--- src/rtl/bc_guess_scorer.sv ---
// Bulls-and-cows game core: loads a secret, then scores each guess over four cycles
// and tracks attempts until the game is won or lost.
module bc_guess_scorer #(
  parameter int unsigned DIGIT_W   = 3,
  parameter int unsigned MAX_TRIES = 15
) (
  input  logic               clk,
  input  logic               rst,
  input  logic [DIGIT_W-1:0] inp_a,
  input  logic [DIGIT_W-1:0] inp_b,
  input  logic [DIGIT_W-1:0] inp_c,
  input  logic [DIGIT_W-1:0] inp_d,
  input  logic               save,
  output logic [2:0]         bulls,
  output logic [2:0]         cows,
  output logic [3:0]         attempts,
  output logic               result_valid,
  output logic               secret_loaded,
  output logic               busy,
  output logic               dup_err,
  output logic               win,
  output logic               lose
);

  localparam int unsigned NUM_DIGITS = 4;
  localparam int unsigned CNT_W      = 3;
  localparam int unsigned ATT_W      = 4;
  localparam int unsigned IDX_W      = 2;

  typedef enum logic [2:0] {
    S_WAIT_SECRET,
    S_READY,
    S_SCORE,
    S_REPORT,
    S_WIN,
    S_LOSE
  } state_t;

  state_t             r_state;
  state_t             w_next;

  logic [DIGIT_W-1:0] r_secret [NUM_DIGITS];
  logic [DIGIT_W-1:0] r_guess  [NUM_DIGITS];
  logic [DIGIT_W-1:0] w_digits [NUM_DIGITS];
  logic [IDX_W-1:0]   r_idx;
  logic [CNT_W-1:0]   r_bull_acc;
  logic [CNT_W-1:0]   r_cow_acc;
  logic [CNT_W-1:0]   r_bulls;
  logic [CNT_W-1:0]   r_cows;
  logic [ATT_W-1:0]   r_attempts;
  logic               r_result_valid;
  logic               r_secret_loaded;
  logic               r_busy;
  logic               r_dup_err;
  logic               r_win;
  logic               r_lose;

  logic               w_dup;
  logic [DIGIT_W-1:0] w_guess_digit;
  logic               w_is_bull;
  logic               w_in_secret;
  logic [ATT_W-1:0]   w_att_inc;
  logic               w_win_now;
  logic               w_lose_now;

  assign w_digits[0] = inp_a;
  assign w_digits[1] = inp_b;
  assign w_digits[2] = inp_c;
  assign w_digits[3] = inp_d;

  assign w_dup = (inp_a == inp_b) || (inp_a == inp_c) || (inp_a == inp_d) ||
                 (inp_b == inp_c) || (inp_b == inp_d) || (inp_c == inp_d);

  assign w_guess_digit = r_guess[r_idx];
  assign w_is_bull     = (w_guess_digit == r_secret[r_idx]);

  // Cow: the current guess digit appears at some other secret position
  always_comb begin
    w_in_secret = 1'b0;
    for (int j = 0; j < NUM_DIGITS; j++) begin
      if ((IDX_W'(j) != r_idx) && (r_secret[j] == w_guess_digit)) w_in_secret = 1'b1;
    end
  end

  assign w_att_inc  = (r_attempts == '1) ? r_attempts : r_attempts + ATT_W'(1);
  assign w_win_now  = (r_bull_acc == CNT_W'(NUM_DIGITS));
  assign w_lose_now = (w_att_inc == ATT_W'(MAX_TRIES));

  always_ff @(posedge clk) begin
    if (rst) r_state <= S_WAIT_SECRET;
    else     r_state <= w_next;
  end

  always_comb begin
    w_next = r_state;
    case (r_state)
      S_WAIT_SECRET: if (save && !w_dup) w_next = S_READY;
      S_READY:       if (save && !w_dup) w_next = S_SCORE;
      S_SCORE:       if (r_idx == IDX_W'(NUM_DIGITS - 1)) w_next = S_REPORT;
      S_REPORT: begin
        if (w_win_now)       w_next = S_WIN;
        else if (w_lose_now) w_next = S_LOSE;
        else                 w_next = S_READY;
      end
      S_WIN, S_LOSE: if (save) w_next = S_WAIT_SECRET;
      default:       w_next = S_WAIT_SECRET;
    endcase
  end

  // Datapath and registered outputs, keyed on the current state
  always_ff @(posedge clk) begin
    if (rst) begin
      for (int i = 0; i < NUM_DIGITS; i++) begin
        r_secret[i] <= '0;
        r_guess[i]  <= '0;
      end
      r_idx           <= '0;
      r_bull_acc      <= '0;
      r_cow_acc       <= '0;
      r_bulls         <= '0;
      r_cows          <= '0;
      r_attempts      <= '0;
      r_result_valid  <= 1'b0;
      r_secret_loaded <= 1'b0;
      r_busy          <= 1'b0;
      r_dup_err       <= 1'b0;
      r_win           <= 1'b0;
      r_lose          <= 1'b0;
    end else begin
      r_result_valid <= 1'b0;
      r_dup_err      <= 1'b0;
      case (r_state)
        S_WAIT_SECRET: begin
          if (save) begin
            if (w_dup) begin
              r_dup_err <= 1'b1;
            end else begin
              for (int i = 0; i < NUM_DIGITS; i++) r_secret[i] <= w_digits[i];
              r_secret_loaded <= 1'b1;
              r_attempts      <= '0;
            end
          end
        end
        S_READY: begin
          if (save) begin
            if (w_dup) begin
              r_dup_err <= 1'b1;
            end else begin
              for (int i = 0; i < NUM_DIGITS; i++) r_guess[i] <= w_digits[i];
              r_bull_acc <= '0;
              r_cow_acc  <= '0;
              r_idx      <= '0;
              r_busy     <= 1'b1;
            end
          end
        end
        S_SCORE: begin
          if (w_is_bull)        r_bull_acc <= r_bull_acc + CNT_W'(1);
          else if (w_in_secret) r_cow_acc  <= r_cow_acc + CNT_W'(1);
          r_idx <= r_idx + IDX_W'(1);
        end
        S_REPORT: begin
          r_bulls        <= r_bull_acc;
          r_cows         <= r_cow_acc;
          r_result_valid <= 1'b1;
          r_attempts     <= w_att_inc;
          r_busy         <= 1'b0;
          if (w_win_now)       r_win  <= 1'b1;
          else if (w_lose_now) r_lose <= 1'b1;
        end
        S_WIN, S_LOSE: begin
          if (save) begin
            r_win           <= 1'b0;
            r_lose          <= 1'b0;
            r_bulls         <= '0;
            r_cows          <= '0;
            r_attempts      <= '0;
            r_secret_loaded <= 1'b0;
          end
        end
        default: ;
      endcase
    end
  end

  assign bulls         = r_bulls;
  assign cows          = r_cows;
  assign attempts      = r_attempts;
  assign result_valid  = r_result_valid;
  assign secret_loaded = r_secret_loaded;
  assign busy          = r_busy;
  assign dup_err       = r_dup_err;
  assign win           = r_win;
  assign lose          = r_lose;

endmodule

--- config.mk ---
export PLATFORM = sky130hd
export DESIGN_NAME = bc_guess_scorer
export DESIGN_NICKNAME = d
export VERILOG_FILES = /design/src/rtl/bc_guess_scorer.sv
export SDC_FILE = /design/constraint.sdc
export NUM_CORES = 1
export LEC_CHECK = 0
export CAP_MARGIN = 30
export CORE_ASPECT_RATIO = 0.5
export CORE_MARGIN = 3
export CORE_UTILIZATION = 35
export DETAILED_ROUTE_END_ITERATION = 7
export HOLD_SLACK_MARGIN = 0.05
export PLACE_DENSITY = 0.52
export SLEW_MARGIN = 20
export SYNTH_ARGS = -nofsm -noshare
export SYNTH_HDL_FRONTEND = slang
export SYNTH_SLANG_ARGS = --single-unit
export TNS_END_PERCENT = 5
--- constraint.sdc ---
create_clock -name clk -period 2.92 [get_ports clk]
set_clock_uncertainty 0.2 [all_clocks]
set_input_delay 0.438 -clock clk [delete_from_list [all_inputs] [get_ports clk]]
set_output_delay 0.438 -clock clk [all_outputs]
set_load 0.01 [all_outputs]
==> flow_metrics.py, run 1 <==
metrics = {
    "global_routing": {
        "grtUsageMet1": 0.188,
        "grt_pass1_vias": 1845,
        "busiest_layer": "met2",
        "gr-usage-met3": 0.0366,
        "grt_max_degree": 18,
        "grt_overflow": 0,
        "track_usage": 0.142,
        "grt_pass1_wl_mm": 9.43,
        "met2_usage": 0.235,
        "antenna_found_initial": 0,
    },
    "place": {
        "hpwl_mm": 4.58,
        "gp_congestion": 0.780,
        "pre_cts_ws_ns": 0.0693,
        "dp_cells": 379,
        "portBuffers": 30,
    },
    "finish": {
        "fin_nets": 313,
        "syn2layout_area_growth_pct": 24.9,
        "stdcell_count": 387,
        "final_common_cell": "clkdlybuf4s50_1",
        "drive_gt1_frac": 0.103,
        "antenna_cells": 0,
        "final_cell_mix": "30 x clkdlybuf4s50_1, 29 x dfxtp_1, 24 x and2_1, 24 x edfxtp_1, 22 x nor2_1",
    },
    "sta": {
        "min_period_over_period": 0.932,
        "hold_viol_final": 0,
        "slew_headroom": 0.736,
        "slew_viol_final": 0,
        "tightest_slew_ns": 0.392,
        "setup_viol_count_final": 0,
        "hold_ws_ns": 0.269,
        "tns_ns": 0,
        "rsz0062_at_grt": "false",
        "fmax_mhz": 367,
        "setup_ws_ns": 0.199,
        "final.min_clock_period_ns": 2.72,
    },
    "logic_synthesis": {
        "ys_ff_latch": 53,
        "synthesis.nets": 271,
        "synth-seq-area-share": 0.479,
        "synth_flop_cell": "dfxtp_1",
        "synthArstFlopShare": 0,
        "ys_types": 45,
        "syn_avg_cell_area_um2": 11.0,
        "syn_area_um2": 2720,
        "yosysWarnings": 0,
        "synth_enable_flop_cells": 24,
        "syn_inst": 248,
    },
    "clock_network": {
        "clkTransAtPathRegs_ns": 0.07,
        "clock_latency_ns": 0.30,
        "cts_root_buf": "clkbuf_16",
        "cts_buffers": 5,
        "ctsHoldBuffers": 0,
        "postCtsSetupBuffers": 0,
        "cts_sinks": 53,
        "htreeDepth": 2,
        "cts.path.max_buffers": 2,
        "cts_tree": "yes",
        "cts_resized": 0,
    },
    "power_and_ir_drop": {
        "peakVddDrop_v": 0.000227,
        "leakage_nw": 1.27,
        "power.density_nw_per_um2": 540,
        "p_total_mw": 1.83,
    },
    "worst_setup_path": {
        "crit_required_ns": 2.94,
        "worstPathMaxFanout": 6,
        "cp-end-kind": "flop",
        "cp-start-kind": "flop",
        "ff2ff_setup_slack_ns": 0.20,
        "crit_type": "flop to flop",
        "cp_data_arrival_time_ns": 2.75,
    },
    "die": {
        "start_util": 0.366,
        "core-area_um2": 7430,
        "ios": 31,
        "die_height_um": 68.3,
        "rows": 22,
        "fp.dieW_um": 131,
        "dieArea_um2": 8930,
    },
    "drt": {
        "route.detailed.drc": 0,
        "drt-initial-drc-count": 79,
        "vias": 1871,
        "routed_wl_mm": 5.98,
        "routed_via_density": 4.83,
        "firstDrtPassIters": 4,
        "wire_per_inst_um": 15.4,
        "ant_nets": 0,
    },
    "run": {
        "drv_cap": 0,
    },
    "worst_hold_path": {
        "hold_path.class": "flop to flop",
    },
    "run_status": {
        "status": "finished clean",
    },
}
per-layer routing:
| layer | wire [um] | vias up |
|---|---|---|
| met1 | 3010 | 871 |
| met2 | 2710 | 23 |
| met3 | 186 | 8 |
| li1 | - | 969 |
| met4 | 68 | 0 |
| met5 | 0 | - |
power by group:
group          leakage [nW]  internal (mW)  switching (mW)
logic                 0.707          0.159           0.162
registers             0.486          0.833          0.0382
clock network        0.0782          0.372           0.271
total                  1.27           1.36           0.471
final timing paths:
path	start	endpoint	cells after the start
max	flop	r_cow_acc[2]	8
min	bulls[1]	bulls[1]	2
max reg2reg	flop	r_cow_acc[2]	8
min reg2reg	bulls[1]	bulls[1]	2
worst max-delay path, stage by stage, from the launching register on:
cell and delay (ns):
dfxtp_1 0.36, buf_12 0.14, mux4_2 0.59, xor2_1 0.19
o41ai_2 0.30, or4_1 0.18, o211ai_2 0.19, or3_1 0.35
a21oi_1 0.14
flip-flops by register name, summed over array words and instances, names as in the netlist, 2 cells and up, named ones only:
name and flops:
r_guess 12, r_secret 12, attempts 4, bulls 3
cows 3, r_bull_acc 3, r_cow_acc 3, r_state 3
r_idx 2
cells by family after synthesis:
kind of cell	synth area share
AOI/OAI and AO/OA	0.0948
buffers and inverters	0.0290
adders and majority gates	0.0368
DFF	0.479
muxes	0.0649
and+or+nand+nor	0.177
xor gates and xnor gates	0.119
area by class of cell:
class / count / area (um^2)
repair buffers: 43 / 435
multi-input cells: 178 / 1340
clock inverters: 2 / 16.3
flip-flops and latches: 53 / 1300
well taps: 96 / 120
inverters: 9 / 33.8
clock buffers: 6 / 150
fillers: 716 / 4040
per-stage QoR:
step           cell area [um^2]  utilization
2_1_floorplan              2720            -
3_3_place_gp               3230        0.435
3_5_place_dp               3230        0.435
4_1_cts                    3400        0.457
5_1_grt                    3400        0.457
6_report                   3400        0.457
synthesized netlist by cell type (2+ instances only):
cell type	n	area, um^2
o31ai_1	2	15.0
buf_6	2	22.5
nand4_1	4	25.0
clkbuf_1	6	22.5
xnor2_1	18	158
o21ai_0	5	25.0
a21oi_1	8	40.0
mux4_1	3	78.8
nand2b_1	4	25.0
and2_1	24	150
a22oi_1	3	22.5
xor2_1	19	166
nor3b_1	2	15.0
nor3_1	3	15.0
a22o_1	2	17.5
mux2i_1	3	30.0
inv_1	9	33.8
o31a_1	2	17.5
o21a_1	2	15.0
nor2_1	22	82.6
ha_1	8	100
dfxtp_1	29	581
nor2b_1	3	18.8
nand2_1	11	41.3
nor4_1	5	31.3
edfxtp_1	24	721
mux4_2	3	67.6
nand3_1	4	20.0
a31oi_1	2	12.5
No activity file was read; power rests on OpenSTA's default activity.
==> inputs of run 2 (changes only) <==
--- a/config.mk
+++ b/config.mk
@@ -12,6 +12,7 @@
 export DETAILED_ROUTE_END_ITERATION = 7
 export HOLD_SLACK_MARGIN = 0.05
 export PLACE_DENSITY = 0.52
+export SETUP_SLACK_MARGIN = 0.02
 export SLEW_MARGIN = 20
 export SYNTH_ARGS = -nofsm -noshare
 export SYNTH_HDL_FRONTEND = slang
==> results of run 2 <==
No change in the layout: final DEF, timing and power equal those of run 1.
